File: src/rtl/timing_loop_nco.sv
// Symbol-timing PI loop filter and NCO for the MSK receiver: turns the Gardner
// TED error into a symbol strobe plus fractional interval for the interpolator.
module timing_loop_nco #(
  parameter int     OSF      = 20,
  parameter int     WERR     = 18,
  parameter int     WCTRL    = 24,
  parameter int     WACC     = 32,
  parameter int     WMU      = 16,
  parameter longint NOM_STEP = 64'sd214748365,
  parameter int     KP_SHIFT = 6,
  parameter int     KI_SHIFT = 12
) (
  input  logic             clk,
  input  logic             reset_n,
  input  logic             iq_val,
  input  logic [WERR-1:0]  e_in,
  input  logic             e_valid,
  input  logic             loop_en,
  output logic             sym_valid_o,
  output logic [WMU-1:0]   mu_o,
  output logic [WCTRL-1:0] ctrl_o,
  output logic [WCTRL-1:0] integ_o
);

  localparam int WF = WCTRL + 2;
  localparam logic signed [WF-1:0] SAT_HI = WF'((64'sd1 <<< (WCTRL - 1)) - 64'sd1);
  localparam logic signed [WF-1:0] SAT_LO = -SAT_HI;
  localparam logic [WACC:0]        NOM_W  = (WACC + 1)'(NOM_STEP);
  localparam logic [WACC-1:0]      OSF_W  = WACC'(OSF);

  // The step must stay well inside (NOM/2, 3*NOM/2) so one sample never wraps twice.
  if ((64'sd1 <<< (WCTRL - 1)) >= (NOM_STEP / 64'sd2)) begin : g_width_check
    $error("timing_loop_nco: 2^(WCTRL-1) must be below NOM_STEP/2");
  end

  // Symmetric clamp: the negative limit mirrors the positive one so the loop has no bias.
  function automatic logic [WCTRL-1:0] sat(input logic signed [WF-1:0] x);
    logic [WCTRL-1:0] y;
    if (x > SAT_HI) begin
      y = WCTRL'(SAT_HI);
    end else if (x < SAT_LO) begin
      y = WCTRL'(SAT_LO);
    end else begin
      y = WCTRL'(x);
    end
    return y;
  endfunction

  logic [WACC-1:0]       phase_r;
  logic [WCTRL-1:0]      integ_r;
  logic [WCTRL-1:0]      ctrl_r;
  logic                  sym_valid_r;
  logic [WMU-1:0]        mu_r;

  logic signed [WF-1:0]  e_ext_s;
  logic signed [WF-1:0]  prop_s;
  logic signed [WF-1:0]  inc_s;
  logic signed [WF-1:0]  integ_ext_s;
  logic signed [WF-1:0]  integ_n_ext_s;
  logic [WCTRL-1:0]      integ_n_s;
  logic [WCTRL-1:0]      ctrl_n_s;
  logic [WACC:0]         step_s;
  logic [WACC:0]         sum_s;
  logic [WMU-1:0]        mu_n_s;

  // PI filter next state: integrator saturates first, then prop + integrator saturates again.
  always_comb begin
    e_ext_s       = {{(WF - WERR){e_in[WERR-1]}}, e_in};
    prop_s        = e_ext_s >>> KP_SHIFT;
    inc_s         = e_ext_s >>> KI_SHIFT;
    integ_ext_s   = {{(WF - WCTRL){integ_r[WCTRL-1]}}, integ_r};
    integ_n_s     = sat(integ_ext_s + inc_s);
    integ_n_ext_s = {{(WF - WCTRL){integ_n_s[WCTRL-1]}}, integ_n_s};
    ctrl_n_s      = sat(prop_s + integ_n_ext_s);
  end

  // NCO next state from the registered control word; carry out of WACC is the symbol wrap.
  always_comb begin
    step_s = NOM_W + {{(WACC + 1 - WCTRL){ctrl_r[WCTRL-1]}}, ctrl_r};
    sum_s  = {1'b0, phase_r} + step_s;
    mu_n_s = WMU'((sum_s[WACC-1:0] * OSF_W) >> (WACC - WMU));
  end

  // State registers: loop_en low parks the filter at zero without touching the phase.
  always_ff @(posedge clk) begin
    if (!reset_n) begin
      phase_r     <= {WACC{1'b0}};
      integ_r     <= {WCTRL{1'b0}};
      ctrl_r      <= {WCTRL{1'b0}};
      sym_valid_r <= 1'b0;
      mu_r        <= {WMU{1'b0}};
    end else begin
      if (!loop_en) begin
        integ_r <= {WCTRL{1'b0}};
        ctrl_r  <= {WCTRL{1'b0}};
      end else if (e_valid) begin
        integ_r <= integ_n_s;
        ctrl_r  <= ctrl_n_s;
      end else begin
        integ_r <= integ_r;
        ctrl_r  <= ctrl_r;
      end
      if (iq_val) begin
        phase_r     <= sum_s[WACC-1:0];
        sym_valid_r <= sum_s[WACC];
        if (sum_s[WACC]) begin
          mu_r <= mu_n_s;
        end else begin
          mu_r <= mu_r;
        end
      end else begin
        phase_r     <= phase_r;
        sym_valid_r <= 1'b0;
        mu_r        <= mu_r;
      end
    end
  end

  assign sym_valid_o = sym_valid_r;
  assign mu_o        = mu_r;
  assign ctrl_o      = ctrl_r;
  assign integ_o     = integ_r;

endmodule

File: config.mk
export PLATFORM = sky130hd
export DESIGN_NAME = timing_loop_nco
export DESIGN_NICKNAME = d
export VERILOG_FILES = /design/src/rtl/timing_loop_nco.sv
export SDC_FILE = /design/constraint.sdc
export NUM_CORES = 1
export LEC_CHECK = 0
export ABC_AREA = 1
export CAP_MARGIN = 20
export CORE_MARGIN = 1
export CORE_UTILIZATION = 55
export CTS_BUF_LIST = sky130_fd_sc_hd__clkbuf_8
export DETAILED_ROUTE_END_ITERATION = 8
export GPL_TIMING_DRIVEN = 0
export PLACE_DENSITY_LB_ADDON = 0.15
export SLEW_MARGIN = 20
export SYNTH_ARGS = -nofsm -noshare
export SYNTH_HDL_FRONTEND = slang
export SYNTH_SLANG_ARGS = --single-unit
File: constraint.sdc
create_clock -name clk -period 4.2 [get_ports clk]
set_input_delay 0.42 -clock clk [delete_from_list [all_inputs] [get_ports clk]]
set_output_delay 0.42 -clock clk [all_outputs]
set_load 0.01 [all_outputs]
==> results of run 1 <==
==> critical path: cells and delay by family, from the launching register on <==
family	cells	cell delay [ns]
adders and majority gates	4	1.18
AOI/OAI and AO/OA	4	1.05
xor gates and xnor gates	3	0.94
DFF	1	0.39
buffers and inverters	5	0.71
and+or+nand+nor	10	1.43
==> layout make-up <==
class / count / area, um2 / share of cell area (%)
multi-input cells: 1437 / 10900 / 65.3
flip-flops and latches: 97 / 1970 / 11.8
repair buffers: 214 / 1920 / 11.5
inverters: 307 / 1150 / 6.90
well taps: 265 / 332 / 1.99
plain buffers: 37 / 229 / 1.37
clock buffers: 9 / 124 / 0.742
clock inverters: 7 / 57.6 / 0.345
diodes: 3 / 7.51 / 0.0450
==> Yosys cell counts, types with 3 or more instances <==
| master | count | area share, % |
|---|---|---|
| xor2_1 | 47 | 3.7 |
| a21oi_1 | 158 | 7.0 |
| a31oi_1 | 6 | 0.33 |
| nand2_2 | 19 | 1.1 |
| buf_6 | 4 | 0.40 |
| clkbuf_1 | 24 | 0.80 |
| o21a_1 | 5 | 0.33 |
| ha_1 | 126 | 14 |
| a21o_1 | 3 | 0.20 |
| o21ai_2 | 11 | 0.86 |
| o211ai_1 | 7 | 0.47 |
| xnor2_1 | 21 | 1.6 |
| nand2_4 | 6 | 0.60 |
| nand4_1 | 27 | 1.5 |
| nor2_1 | 204 | 6.8 |
| nand2_1 | 491 | 16 |
| buf_2 | 3 | 0.13 |
| inv_2 | 8 | 0.27 |
| a21oi_2 | 3 | 0.23 |
| nand3b_1 | 12 | 0.80 |
| buf_4 | 5 | 0.33 |
| nor2_2 | 14 | 0.78 |
| inv_1 | 299 | 10 |
| nand3_2 | 8 | 0.71 |
| fa_1 | 3 | 0.53 |
| dfxtp_1 | 97 | 17 |
| o21bai_1 | 4 | 0.27 |
| o21ai_0 | 144 | 6.4 |
| nor3_1 | 23 | 1.0 |
| o21ai_1 | 3 | 0.13 |
| nand3_1 | 76 | 3.4 |
==> report_power, final <==
group          internal, mW  switching (mW)
clock network         0.222           0.398
registers              1.01           0.120
logic                  5.67            8.04
total                  6.90            8.56
==> routing by layer <==
metal	wire, um	vias up	GRT usage, %
met2	22400	899	66.6
met5	265	-	0
met4	4200	10	21.5
li1	-	6485	-
met1	16600	6619	40.3
met3	4880	373	5.36
==> cell families (layout without fill, tap and decap cells) <==
| logic type | Yosys count | count (layout) |
|---|---|---|
| compound gates | 351 | 351 |
| simple gates | 886 | 886 |
| xor+xnor | 70 | 70 |
| other cells | 1 | 4 |
| buf+inv | 344 | 574 |
| fa+ha+maj | 129 | 129 |
| flops | 97 | 97 |
==> flip-flops by register name, indices dropped and copies added (netlist names) <==
name	cells
phase_r	32
sym_valid_o	1
integ_o	24
ctrl_o	24
mu_o	16
==> through the flow <==
step                setup TNS [ns]  cell area, um2  utilization [%]
floorplan                 -0.00112           11300                -
global route                -32.57           16700             84.7
finish                      -24.68           16700             84.7
CTS                          -8.64           14800             75.3
global placement            -54.21           12400             63.0
detailed placement          -40.35           12400             63.0
==> how the worst min path moves through the flow <==
stage / end / slack (ns) / cells past startpoint
5_1_grt: mu_o[14]$_SDFFE_PN0P_ / 0.51 / 2
6_report: mu_o[10]$_SDFFE_PN0P_ / 0.48 / 2
4_1_cts: ctrl_o[8]$_SDFFE_PN0P_ / 0.47 / 3
2_1_floorplan: phase_r[30]$_SDFFE_PN0P_ / 0.47 / 2
3_5_place_dp: mu_o[10]$_SDFFE_PN0P_ / 0.47 / 2
3_3_place_gp: mu_o[10]$_SDFFE_PN0P_ / 0.45 / 2
==> cell usage in the layout (no fill, tap or decap), drive strengths merged, types with 4 or more instances in the layout <==
cell type	count
a21oi	161
a31oi	6
buf	149
clkbuf	34
clkdlybuf4s50	72
dfxtp	97
ha	126
inv	311
nand2	516
nand3	84
nand3b	12
nand4	28
nor2	219
nor3	23
o211ai	8
o21a	5
o21ai	158
o21bai	4
xnor2	21
xor2	49
==> what timing repair did <==
item                       4_1_cts  5_1_grt
setup endpoints to repair       40       40
buffers inserted                78       55
gates resized for setup        333      328
pin swaps                      127      149
gates cloned                     3        1
==> impl_results.md, run 1 <==
- Grt total ovfl: 0
- Place WS: -1.34 ns
- Worst r2r src: ctrl_o[0]$_SDFFE_PN0P_
- Clk_skew: 0.0343 ns
- Max Buffers Root-to-Sink: 2
- Die area: 21000 um2
- Clk_lat worst skew: 0.42 ns
- LEAKAGE: 7.88 nW
- Status: finished, violations left
- Seq/Total Area, Yosys: 17.3%
- Slew margin rel.: 39.1%
- CTS tree: yes
- Port buffer count: 78
- Total number of vias: 14400
- Main combinational cell family by area after synthesis: simple AND/OR/NAND/NOR gates
- Vias in the first global route: 12300
- # placed instances: 2221
- CP Max Fanout: 5
- Xor/xnor cell area share of the yosys netlist: 5.59%
- Total CTS buffers: 9
- Hold Violations, Final: 0
- Fraction of registers with async set or reset after synthesis: 0%
- H-Tree Depth: 3
- Reg-to-reg endpoint: mu_o[9]$_SDFFE_PN0P_
- Iter 0 DRT Violations: 1604
- Pin count of the biggest net entering global routing: 33
- Post-synthesis cell count: 1878
- Area growth syn-to-layout: 48.7%
- Netlist Area Pre-Place: 11200 um2
- Total Power: 15.5 mW
- Hold slack: 0.477 ns
- Routability cong.: 0.940
- # hold bufs at CTS: 0
- # setup viols final: 41
- Net count, final: 2255
- Reg2Reg Depth: 26
- Critical Path AT: 6.13 ns
- Synth Register Bits: 97
- Root Driver: clkbuf_8
- Adder-cell area share of the yosys netlist: 14.6%
- First-pass GRT wire length: 59500 um
- Worst R2R Setup Slack: -1.58 ns
- CP max stage cell: xor2_1
- Initial antenna violation count: 3
- Via density: 6.05
- Filler cells: 1169
- CP Launch Type: register
- Peak VDD IR: 0.000736 V
- Violated checks: negative setup slack
- Worst-Margin Slew: 0.903 ns
- Most used cell, CP: ha_4
- Launch point of the worst path: ctrl_o[0]$_SDFFE_PN0P_
- Max frequency: 0.173 GHz
- Drt pass-1 iters: 6
- Post-synthesis compound-gate area fraction: 16.9%
- Crit path required time: 4.54 ns
- Synth Flop Type: dfxtp_1
- HP Class: reg -> reg
- Drt wl/cell: 20.4 um
- Total Routing Usage GR: 36.6%
- CP Class: reg -> reg
- CP max stage delay: 0.49 ns
- Synth Warn #: 0
- Die Y: 145 um
- Worst setup margin: -1.58 ns
- Power per Cell Area: 926 nW/um2
- Max Slew Vio Count: 0
- Final wirelength: 48400 um
- Fin crit share: 138%
- Multiplexer share of the synthesized area: 0%
- Critical Path End: mu_o[9]$_SDFFE_PN0P_
- Core area: 19700 um2
- Hold_sp: mu_o[10]$_SDFFE_PN0P_
- CTS sink cnt: 97
- Crit end category: register
- # DRC: 0
- Die X: 145 um
- Library cells used by synthesis: 44
- Clk slew on worst S/H paths: 0.13 ns
- Non-Filler Instances: 2376
- Minimum clock period: 5.78 ns
- RSZ-0062 raised after global routing: yes
- Syn nets: 2030
- Fraction of the mapped netlist area in simple logic gates: 33.5%
- Initial Utilization: 57.0%
- Post-DRT Antenna Nets: 0
- Cell row count: 51
- I/O Pins: 88
- EDFF count, synth: 0
- Layout cells sized above 1: 33.6%
- Max Cap Viol: 0
- Final HPWL from detailed placement: 27100 um
- Syn_area_per_cell: 5.98 um2
Note: power is estimated with default switching activity, not from simulation.
==> run 2: changes to the inputs <==
Settings changed: CORE_ASPECT_RATIO from default to 0.8, CORE_UTILIZATION 55 to 45, GPL_TIMING_DRIVEN 0 to default.
==> run 2 against run 1 <==
Net effect:
- the flow still finishes with violations (negative setup slack)
- largest power group unchanged
- via count rose by 6.5%
- sequential power is 4% lower
- sequential cell count unchanged
==> impl_results.md, run 2 (same netlist as run 1, synthesis figures left out) <==
- Status: finished, violations left
- Violated checks: negative setup slack
- Reg2Reg Depth: 29 (+12%)
- Hold_sp: mu_o[10]$_SDFFE_PN0P_
- Via density: 5.45 (-10%)
- Clk slew on worst S/H paths: 0.11 ns (-0.02 ns)
- Core area: 24400 um2 (+24%)
- Hold Violations, Final: 0 (unchanged)
- Commonest non-fill, non-tap cell in the layout: buf_4
- Area growth syn-to-layout: 76.4%
- Worst r2r src: ctrl_o[2]$_SDFFE_PN0P_
- Max Buffers Root-to-Sink: 2 (unchanged)
- Total CTS buffers: 9 (unchanged)
- Max Cap Viol: 0 (unchanged)
- Slew margin rel.: 29.5% (-9.6 points)
- Max reg flops: 32 (unchanged)
- Crit path required time: 4.51 ns (-0.03 ns)
- Die X: 179 um (+23%)
- Critical Path AT: 5.32 ns (-0.81 ns)
- Ant. Diodes: 0 (-3)
- First-pass GRT wire length: 70500 um (+18%)
- # hold bufs at CTS: 0 (unchanged)
- CP Max Fanout: 4 (-1)
- Root Driver: clkbuf_8
- CP Class: reg -> reg
- # placed instances: 2676 (+20%)
- Peak VDD IR: 0.000705 V (-4.2%)
- CTS sink cnt: 97 (unchanged)
- Total number of vias: 15300 (+6.5%)
- Clk_lat worst skew: 0.43 ns (about the same)
- Worst setup margin: -0.814 ns (+0.770 ns)
- # DRC: 0 (unchanged)
- Initial Utilization: 45.9% (-11 points)
- Comb power frac: 88.0% (-0.7 points)
- Final wirelength: 49400 um (+2.1%)
- Die Y: 143 um (-1.1%)
- Pin count of the biggest net entering global routing: 46 (+39%)
- RSZ-0062 raised after global routing: yes
- Place WS: -1.22 ns (+0.117 ns)
- P_int: 7.74 mW (+12%)
- Commonest cells after routing, fill and taps aside: buf_4 (519), nand2_1 (350), inv_1 (270)
- Hold Crit Depth: 2 (unchanged)
- CTS tree: yes
- Drt pass-1 iters: 5 (-1)
- Power per Cell Area: 765 nW/um2 (-17%)
- Worst-Margin Slew: 1.06 ns (+0.152 ns)
- Worst R2R Setup Slack: -0.81 ns (+0.77 ns)
- Final HPWL from detailed placement: 31100 um (+15%)
- Net count, final: 2640 (+17%)
- Minimum clock period: 5.01 ns (-0.770 ns)
- Hold endpoint: mu_o[10]$_SDFFE_PN0P_
- Layout cells sized above 1: 44.7% (+11 points)
- Vias in the first global route: 14000 (+14%)
- Fin crit share: 119% (-18 points)
- H-Tree Depth: 3 (unchanged)
- Drt wl/cell: 17.6 um (-14%)
- Most flops, register: phase_r
- Total Routing Usage GR: 34.9% (-1.7 points)
- CP max stage delay: 0.38 ns (-0.11 ns)
- CP max stage cell: dfxtp_4
- Cell row count: 51 (unchanged)
- Routability cong.: 0.970 (+3.1%)
- Initial antenna violation count: 1 (-2)
- HP Class: reg -> reg
- # setup viols final: 41 (unchanged)
- Max frequency: 0.199 GHz (+15%)
- Reg-to-reg endpoint: mu_o[13]$_SDFFE_PN0P_
- Fraction of power spent switching nets: 48.9% (-6.5 points)
- Non-Filler Instances: 2810 (+18%)
- Grt total ovfl: 0 (unchanged)
- I/O Pins: 88 (unchanged)
- Psw: 7.41 mW (-13%)
- Max Slew Vio Count: 0 (unchanged)
- Reg power frac: 7.1% (-0.2 points)
- Crit end category: register
- Clock power frac: 4.9% (+0.9 points)
- LEAKAGE: 9.86 nW (+25%)
- Post-DRT Antenna Nets: 0 (unchanged)
- Port buffer count: 81 (+3.8%)
- Die area: 25600 um2 (+22%)
- Clk_skew: 0.0216 ns (-0.0127 ns)
- Iter 0 DRT Violations: 1414 (-12%)
- CP Launch Type: register
-- run 2: worst max path at each step --
stage,from,to,slack [ns]
floorplan,ctrl_o[0]$_SDFFE_PN0P_,mu_o[11]$_SDFFE_PN0P_,-0.001
global placement,e_in[17],ctrl_o[2]$_SDFFE_PN0P_,-1.28
detailed placement,e_in[12],ctrl_o[4]$_SDFFE_PN0P_,-1.22
CTS,ctrl_o[0]$_SDFFE_PN0P_,mu_o[14]$_SDFFE_PN0P_,-0.48
global route,ctrl_o[2]$_SDFFE_PN0P_,mu_o[13]$_SDFFE_PN0P_,-0.94
finish,ctrl_o[2]$_SDFFE_PN0P_,mu_o[13]$_SDFFE_PN0P_,-0.81
-- run 2: cell type report --
| cell class | count | area [um2] |
|---|---|---|
| multi-input cells | 1437 | 10800 |
| well taps | 318 | 398 |
| fillers | 1548 | 4640 |
| clock inverters | 6 | 85.1 |
| repair buffers | 636 | 5250 |
| flip-flops and latches | 97 | 1960 |
| clock buffers | 9 | 124 |
| inverters | 307 | 1180 |
-- run 2: routing by layer --
layer	vias up	part of all wire [%]	GRT usage [%]
li1	7237	-	-
met1	7258	45	50.0
met2	703	43	52.5
met3	114	8.9	7.14
met4	2	2.5	9.19
met5	-	0.022	0.198
-- run 2: per-stage QoR --
stage	TNS [ns]	power, mW	util, %	instance area [um2]	hold WS, ns
floorplan	-0.00112	5.79	-	11300	0.474
global placement	-38.75	9.86	63.9	15600	0.454
detailed placement	-37.65	9.96	63.9	15600	0.455
CTS	-8.93	13.2	76.3	18700	0.471
global route	-32.75	16.0	81.0	19800	0.489
finish	-23.34	15.1	81.0	19800	0.460
-- run 2: what timing repair did --
item,in CTS,in global routing
pin swaps,147,144
buffers inserted,102,24
endpoints found under the setup margin,40,42
gates resized for setup,421,258
cloned,6,1
-- run 2: power by group through the flow --
| stage | clock network [mW] | registers, mW | logic, mW |
|---|---|---|---|
| global route | 0.778 | 1.09 | 14.1 |
| finish | 0.740 | 1.08 | 13.3 |
| floorplan | 0 | 1.10 | 4.68 |
| detailed placement | 0 | 1.09 | 8.88 |
| CTS | 0.739 | 1.07 | 11.4 |
| global placement | 0 | 1.09 | 8.78 |
-- run 2: worst max-delay path, delay by kind of cell, from the launching register on --
family | cells | cell delay, ns
flops | 1 | 0.38
buf+inv | 5 | 0.69
compound gates | 4 | 0.85
xor+xnor | 2 | 0.41
simple gates | 15 | 1.71
fa+ha+maj | 3 | 0.87
